## src/rtl/spi_sclk_gen_if.sv

```systemverilog
// Control and status bundle of the SPI serial-clock generator.
interface spi_sclk_gen_if #(
  parameter int unsigned DIV_W = 8,
  parameter int unsigned NB_W  = 5
);
  logic             start;
  logic             abort;
  logic [DIV_W-1:0] div;
  logic [NB_W-1:0]  nbits;
  logic             cpol;
  logic             cpha;
  logic             sclk;
  logic             sample_stb;
  logic             shift_stb;
  logic             busy;
  logic             done;

  modport master (
    output start, abort, div, nbits, cpol, cpha,
    input  sclk, sample_stb, shift_stb, busy, done
  );

  modport slave (
    input  start, abort, div, nbits, cpol, cpha,
    output sclk, sample_stb, shift_stb, busy, done
  );
endinterface

```

## src/rtl/spi_sclk_gen.sv

```systemverilog
// Programmable SPI serial-clock generator: CPOL/CPHA modes, per-transfer
// divider and burst length, registered sclk with sample/shift strobes.
module spi_sclk_gen #(
  parameter int unsigned DIV_W = 8,
  parameter int unsigned NB_W  = 5
) (
  input logic           clk,
  input logic           reset,
  spi_sclk_gen_if.slave bus
);

  typedef enum logic [1:0] {IDLE, SETUP, RUN, HOLD} state_t;

  state_t           r_state;
  state_t           w_state_nxt;

  logic [DIV_W-1:0] r_div_l;
  logic [DIV_W-1:0] r_timer;
  logic [NB_W-1:0]  r_nbits_l;
  logic [NB_W:0]    r_edges;
  logic             r_cpol_l;
  logic             r_cpha_l;
  logic             r_sclk;
  logic             r_sample;
  logic             r_shift;
  logic             r_done;

  logic             w_accept;
  logic             w_tick;
  logic             w_last;
  logic             w_toggle;
  logic [NB_W:0]    w_edge_nxt;

  // Shared decode: accept condition, divider tick and edge bookkeeping.
  always_comb begin
    w_accept   = (r_state == IDLE) && bus.start && !bus.abort && (bus.nbits != '0);
    w_tick     = (r_timer == r_div_l);
    w_last     = (r_edges == {r_nbits_l, 1'b0});
    w_toggle   = (r_state == SETUP) || ((r_state == RUN) && !w_last);
    w_edge_nxt = r_edges + 1'b1;
  end

  // State register.
  always_ff @(posedge clk or negedge reset) begin
    if (!reset) begin
      r_state <= IDLE;
    end else begin
      r_state <= w_state_nxt;
    end
  end

  // Next-state logic; abort from any active state returns to IDLE.
  // After the final edge RUN waits one more half-period with sclk at cpol
  // before HOLD, giving the documented (2*nbits+2)*(div+1) completion time.
  always_comb begin
    w_state_nxt = r_state;
    unique case (r_state)
      IDLE:  if (w_accept) w_state_nxt = SETUP;
      SETUP: if (bus.abort) w_state_nxt = IDLE;
             else if (w_tick) w_state_nxt = RUN;
      RUN:   if (bus.abort) w_state_nxt = IDLE;
             else if (w_tick && w_last) w_state_nxt = HOLD;
      HOLD:  if (bus.abort || w_tick) w_state_nxt = IDLE;
      default: w_state_nxt = IDLE;
    endcase
  end

  // Datapath: latched transfer settings, half-period timer, sclk and strobes.
  always_ff @(posedge clk or negedge reset) begin
    if (!reset) begin
      r_div_l   <= '0;
      r_timer   <= '0;
      r_nbits_l <= '0;
      r_edges   <= '0;
      r_cpol_l  <= 1'b0;
      r_cpha_l  <= 1'b0;
      r_sclk    <= 1'b0;
      r_sample  <= 1'b0;
      r_shift   <= 1'b0;
      r_done    <= 1'b0;
    end else begin
      r_sample <= 1'b0;
      r_shift  <= 1'b0;
      r_done   <= 1'b0;
      if (r_state == IDLE) begin
        r_sclk  <= bus.cpol;
        r_timer <= '0;
        r_edges <= '0;
        if (w_accept) begin
          r_div_l   <= bus.div;
          r_nbits_l <= bus.nbits;
          r_cpol_l  <= bus.cpol;
          r_cpha_l  <= bus.cpha;
        end
      end else if (bus.abort) begin
        r_sclk <= r_cpol_l;
      end else begin
        r_timer <= w_tick ? '0 : r_timer + 1'b1;
        if (w_tick && w_toggle) begin
          r_sclk   <= ~r_sclk;
          r_edges  <= w_edge_nxt;
          // Odd edge numbers are leading edges.
          r_sample <= w_edge_nxt[0] ^ r_cpha_l;
          r_shift  <= ~(w_edge_nxt[0] ^ r_cpha_l);
        end
        if (w_tick && (r_state == HOLD)) r_done <= 1'b1;
      end
    end
  end

  // Output decode.
  always_comb begin
    bus.sclk       = r_sclk;
    bus.sample_stb = r_sample;
    bus.shift_stb  = r_shift;
    bus.busy       = (r_state != IDLE);
    bus.done       = r_done;
  end

endmodule
```

## src/flat_wrapper.sv

```systemverilog
// flat-port wrapper written by rule: the top's interface ports become plain ports
module spi_sclk_gen_flat 
#(
  parameter int unsigned DIV_W = 8,
  parameter int unsigned NB_W  = 5
)
  (clk, reset, bus_start, bus_abort, bus_div, bus_nbits, bus_cpol, bus_cpha, bus_sclk, bus_sample_stb, bus_shift_stb, bus_busy, bus_done);
  spi_sclk_gen_if #(.DIV_W(DIV_W), .NB_W(NB_W)) bus_i ();
  input logic clk;
  input logic reset;
  input wire logic [$bits(bus_i.start)-1:0] bus_start;
  input wire logic [$bits(bus_i.abort)-1:0] bus_abort;
  input wire logic [$bits(bus_i.div)-1:0] bus_div;
  input wire logic [$bits(bus_i.nbits)-1:0] bus_nbits;
  input wire logic [$bits(bus_i.cpol)-1:0] bus_cpol;
  input wire logic [$bits(bus_i.cpha)-1:0] bus_cpha;
  output wire logic [$bits(bus_i.sclk)-1:0] bus_sclk;
  output wire logic [$bits(bus_i.sample_stb)-1:0] bus_sample_stb;
  output wire logic [$bits(bus_i.shift_stb)-1:0] bus_shift_stb;
  output wire logic [$bits(bus_i.busy)-1:0] bus_busy;
  output wire logic [$bits(bus_i.done)-1:0] bus_done;
  assign bus_i.start = bus_start;
  assign bus_i.abort = bus_abort;
  assign bus_i.div = bus_div;
  assign bus_i.nbits = bus_nbits;
  assign bus_i.cpol = bus_cpol;
  assign bus_i.cpha = bus_cpha;
  assign bus_sclk = bus_i.sclk;
  assign bus_sample_stb = bus_i.sample_stb;
  assign bus_shift_stb = bus_i.shift_stb;
  assign bus_busy = bus_i.busy;
  assign bus_done = bus_i.done;
  spi_sclk_gen #(.DIV_W(DIV_W), .NB_W(NB_W)) u_core (.clk(clk), .reset(reset), .bus(bus_i));
endmodule
```

## config.mk

```make
export PLATFORM = sky130hd
export DESIGN_NAME = spi_sclk_gen_flat
export DESIGN_NICKNAME = d
export VERILOG_FILES = /design/src/rtl/spi_sclk_gen_if.sv /design/src/rtl/spi_sclk_gen.sv /design/src/flat_wrapper.sv
export SDC_FILE = /design/constraint.sdc
export NUM_CORES = 1
export LEC_CHECK = 0
export CAP_MARGIN = 10
export CORE_MARGIN = 3
export CORE_UTILIZATION = 50
export DETAILED_ROUTE_END_ITERATION = 7
export PLACE_DENSITY = 0.73
export SETUP_SLACK_MARGIN = 0.5
export SYNTH_ARGS = -nofsm -noshare
export SYNTH_HDL_FRONTEND = slang
export SYNTH_SLANG_ARGS = --single-unit
```

## constraint.sdc

```tcl
create_clock -name clk -period 2.2 [get_ports clk]
set_input_delay 0.44 -clock clk [delete_from_list [all_inputs] [get_ports clk]]
set_output_delay 0.44 -clock clk [all_outputs]
set_load 0.005 [all_outputs]
```

=== After elaboration in Yosys (flattened, before gate mapping) ===
Index checks and enable logic that the tools add are counted.

* Flip-flop bits (word level): 35
* Bits in writable memories: 0
* Memories: 0
* Memory bits (read-only): 0
* Input bits: 19
* Latch bits: 0

* Shift operators: 0
* Mux-type cells: 25
* Eq/ne operators: 10
* Multipliers: 0
* Reduce and logical (&&, ||, !) cells: 19
* Order comparisons: 0
* Bitwise gates (word level): 3
* $add $sub $neg: 2
* Div/mod/pow operators: 0

{| class="wikitable"
|+ Operators with widths
! cell !! count
|-
| 8-bit two-way mux || 3
|-
| 6-bit two-way mux || 3
|-
| 1-bit two-way mux || 12
|-
| 2-bit two-way mux || 6
|-
| 8-bit by 1-bit adder with 8-bit output (second input constant) || 1
|-
| 8-bit == test || 1
|-
| 2-bit one-hot mux with 4 select lines || 1
|-
| 1-bit logical AND || 7
|-
| 6-bit by 1-bit adder with 6-bit output (second input constant) || 1
|-
| 6-bit == test || 1
|-
| 2-bit by 1-bit != test with 1-bit output (second input constant) || 3
|-
| 5-bit nonzero test || 1
|-
| 2-bit == test (second input constant) || 2
|-
| 2-bit AND reduction || 2
|-
| 4-bit AND reduction || 1
|-
| 2-bit nonzero test || 2
|-
| 3-bit by 2-bit != test with 1-bit output (second input constant) || 1
|-
| 3-bit != test (second input constant) || 1
|-
| 3-bit nonzero test || 1
|-
| 2-bit by 1-bit == test with 1-bit output (second input constant) || 1
|-
| 1-bit logical NOT || 2
|-
| 2-bit logical NOT || 1
|-
| 1-bit logical OR || 2
|-
| 1-bit inverter || 2
|-
| 1-bit XOR || 1
|}

=== Longest topological paths before layout ===
* Depth in word-level cells: 8
* Mapped depth: 8
* Mapped depth without buffers: 6

=== Least setup slack after synthesis ===
Ideal clock, no wire load.

* Kind: input to register
* From: input port bus_nbits[0]
* To: register u_core.r_cpha_l
* Slack: 0.347 ns
* Data required time: 2.075 ns
* Arrival: 1.728 ns
* Stages on the path: 4
* Buffers on the path: 1
* Cells stage by stage: or4_1 > o21ai_2 > buf_6 > mux2_4

* Longest elaborated chain between the ends: 3

{| class="wikitable"
|+ RTL lines
! element !! RTL line !! source
|-
| start: declaration || flat_wrapper.sv:14 || <nowiki>input wire logic [$bits(bus_i.nbits)-1:0] bus_nbits;</nowiki>
|-
| 5-bit nonzero test || spi_sclk_gen.sv:36 || <nowiki>w_accept = (r_state == IDLE) && bus.start && !bus.abort && (bus.nbits != '0);</nowiki>
|-
| 1-bit logical AND || spi_sclk_gen.sv:36 ||
|-
| 2-bit AND reduction (no line) || n/a ||
|-
| end signal: assignment || spi_sclk_gen.sv:93 || <nowiki>r_cpha_l <= bus.cpha;</nowiki>
|-
| end: declaration || spi_sclk_gen.sv:22 || <nowiki>logic r_cpha_l;</nowiki>
|}

No other way between the ends.
A chain may end at the register's enable or synchronous reset.

=== Final worst setup path ===
* From: register u_core.r_state[0]
* To: register u_core.r_state[0]

* Longest elaborated chain between the ends: 6

{| class="wikitable"
|+ RTL lines
! element !! RTL line !! source
|-
| start: declaration || spi_sclk_gen.sv:14 || <nowiki>state_t r_state;</nowiki>
|-
| start signal: assignment || spi_sclk_gen.sv:48 || <nowiki>r_state <= w_state_nxt;</nowiki>
|-
| 2-bit logical NOT || spi_sclk_gen.sv:36, spi_sclk_gen.sv:57 ||
|-
| 1-bit logical AND (3 in series) || spi_sclk_gen.sv:36 ||
|-
| 2-bit by 1-bit != test with 1-bit output (no line) || n/a ||
|-
| 4-bit AND reduction (no line) || n/a ||
|}

Several ways; a longest one is shown, not always the timed one.

==> metrics.cfg <==
[status]
run_status = finished, final reports clean

[routing]
num_vias = 1664
drt_first_pass_iters = 5
detail_route.drc_violations = 0
wl_per_cell_um = 19.42
final_antenna_net_count = 0
avgViaCountPerCell = 6.095
drt_wl_total_um = 5303
drt_iter0_markers = 252

[synthesis]
post-synth-top-area-fraction_pct = 47.59
synth-seq-cells = 35
count_of_flip_flops_with_a_built_in_enable_after_synthesis = 0
yosys.cell_count.top_type = dfrtp_1
postSynthAreaPerCell_um2 = 11.09
netlist_cell_types = 46
synthesis.instances = 166
synthesis.area_um2 = 1841
yosys_warnings = 0
synth.top_cells.by_count = dfrtp_1 (35), nand2_1 (18), xnor2_1 (15)
synth-main-ff-cell = dfrtp_1
seq_area_frac_synth_pct = 47.59
synth.area.top_cells = dfrtp_1 (48%), xnor2_1 (7.1%), mux2_4 (4.1%)
mappedNetlistNets = 187
netlist.top_cell.by_area = dfrtp_1
postSynth.asyncResetShare_pct = 100.0

[worst_setup_path]
crit_arrival_ps = 2110
critical_path_peak_fanout = 2
path_class = reg -> reg
critical_path.startpoint = u_core.r_state[0]$_DFFE_PN0P_
critPathRequiredTime_ps = 2410
r2r_slack_ps = 300
critPathLaunchType = flip-flop
worstSetupEndpointType = flip-flop
regToRegEndpoint = u_core.r_state[0]$_DFFE_PN0P_
worstRegToRegCells = 9
crit_path_end = u_core.r_state[0]$_DFFE_PN0P_
timing.rr.start = u_core.r_state[0]$_DFFE_PN0P_

[placement]
place_worst_setup_slack_ps = -39.46
port-buffer-count = 23
routabilityCongestion = 0.8137
place_hpwl_um = 2729

[timing]
tightestPinTransition_ps = 446.5
achievable-frequency_mhz = 527.6
timing.max_slew.rel_slack_pct = 70.21
rsz0062_at_grt = yes
finalMaxSlewViolations = 0
timing.final.hold_violations = 0
final_min_period_over_clock_period_pct = 86.15
setup_tns_ps = 0
post-route-worst-setup-slack_ps = 304.7
clock-skew-final_ps = 7.339
final_period_minus_worst_setup_slack_ps = 1895
setup_viol_count_final = 0

[power]
seqPwrFrac_pct = 46.6
internal_power_mw = 1.175
power.share.combinational_pct = 25.8
power.leakage_nw = 1.216
clock_power_share_pct = 27.6
power_switching_mw = 0.4744
power_per_cell_area_nw_per_um2 = 623.3
vdd.ir_drop.worst_mv = 0.4060
power.share.switching_pct = 28.76

[floorplan]
rows = 21
vertical_die_dimension_um = 66.67
dieArea_um2 = 4445
start_util_pct = 53.47
die_w_um = 66.67
ioPinCount = 24
core_area_um2 = 3442

[clock_tree]
clkSlewWorstSetupHoldPaths_ps = 70
tritoncts = done
clockRootBuffer = clkbuf_8
cts_bufs_inserted = 5
clock_latency_ps = 300
cts-root-to-sink-buffers = 2
clock_sinks = 35
cts_htree_levels = 2

[cells_and_area]
fraction_of_layout_instances_using_a_drive_strength_above_1_pct = 40.53
layout.nets = 247
layout.core_utilization_pct = 76.88
antennaDiodeCount = 0
area_growth_pct = 43.78

[worst_hold_path]
worst_hold_path_type = in -> reg

[global_route]
grt_antenna_before_repair = 0
first_global_vias = 1518
global_route.overflow_total = 0
grt_start_max_net_pins = 36
grt_util_all_layers_pct = 23.20
wire_length_of_the_first_global_routing_pass_um = 7493

[job]
cap_violations = 0

-- metal layers --
| metal | global-route usage [%] | share of wire, % |
|---|---|---|
| met5 | 0 | 0 |
| met4 | 10.15 | 4.2 |
| met3 | 5.396 | 8.8 |
| met2 | 36.76 | 49 |
| met1 | 30.15 | 38 |
-- worst max-delay path: stages (launching register included) --
cell and delay, ps:
dfrtp_1 420, nor2_4 160, inv_4 60, nor3b_4 280, o21ai_4 110, buf_6 140
buf_16 120, buf_6 110, a22o_1 200, a211oi_2 200
-- per-stage QoR --
stage          cells  total power [mW]  hold slack (ps)  cell area (um2)
5_1_grt          273             1.727            395.7             2646
3_3_place_gp     236             1.033            487.6             2173
4_1_cts          262             1.570            393.8             2504
6_report         273             1.649            386.6             2646
2_1_floorplan    166            0.9390            144.4             1852
3_5_place_dp     236             1.046            492.4             2173
-- power groups by stage --
stage / Clock (mW) / Sequential, mW / Combinational [mW]
floorplan: 0 / 0.752 / 0.187
global placement: 0 / 0.765 / 0.268
detailed placement: 0 / 0.768 / 0.278
CTS: 0.453 / 0.762 / 0.355
global route: 0.502 / 0.774 / 0.451
finish: 0.456 / 0.769 / 0.425
-- sequential cells by signal, indices dropped and copies added, names as in the netlist --
signal	count
u_core.bus.sclk	1
u_core.bus.shift_stb	1
u_core.r_state	2
u_core.bus.sample_stb	1
u_core.r_edges	6
u_core.bus.done	1
u_core.r_nbits_l	5
u_core.r_cpha_l	1
u_core.r_timer	8
u_core.r_div_l	8
u_core.r_cpol_l	1
-- final cells by class --
class / count / area (um2)
clock buffer: 7 / 76.32
clock inverter: 1 / 5.005
inverter: 7 / 28.78
sequential: 35 / 884.6
timing repair buffer: 59 / 553.0
fill: 203 / 795.8
tap: 46 / 57.56
multi-input combinational: 118 / 1041
-- timing repair --
| action | 4_1_cts | 5_1_grt |
|---|---|---|
| hold buffers | 0 | 0 |
| setup buffers | 17 | 10 |
| gates cloned | 1 | 1 |
| gates resized for setup | 36 | 24 |
| endpoints found under the setup margin | 18 | 26 |
| pin swaps | 12 | 9 |
-- cells in the final DEF (no fill, tap or decap), drive strengths merged, types with 6 or more instances in the layout --
cell,instances
clkbuf,8
mux2,11
inv,7
nand2,18
clkdlybuf4s50,16
xnor2,16
and3,7
o21ai,8
nand3,6
a22o,6
dfrtp,35
buf,38
-- worst min path at each step --
stage,from,slack [ps],to,cells past startpoint
floorplan,reset,140,u_core.bus.done$_DFF_PN0_,0
global placement,u_core.r_nbits_l[1]$_DFFE_PN0P_,490,u_core.r_nbits_l[1]$_DFFE_PN0P_,2
detailed placement,u_core.r_cpol_l$_DFFE_PN0P_,490,u_core.r_cpol_l$_DFFE_PN0P_,1
CTS,bus_nbits[4],390,u_core.r_nbits_l[4]$_DFFE_PN0P_,2
global route,bus_nbits[4],400,u_core.r_nbits_l[4]$_DFFE_PN0P_,2
finish,bus_nbits[4],390,u_core.r_nbits_l[4]$_DFFE_PN0P_,2
-- kinds of logic after synthesis --
| family | Yosys count | synth area share (%) |
|---|---|---|
| flip-flops | 35 | 47.59 |
| buffers and inverters | 13 | 3.126 |
| XOR/XNOR | 19 | 9.450 |
| multiplexers | 15 | 9.925 |
| AND/OR/NAND/NOR | 54 | 17.20 |
| adder cells (fa/ha/maj) | 2 | 1.359 |
| AO/OA/AOI/OAI | 28 | 11.35 |
Power figures use the tool's default switching activity.
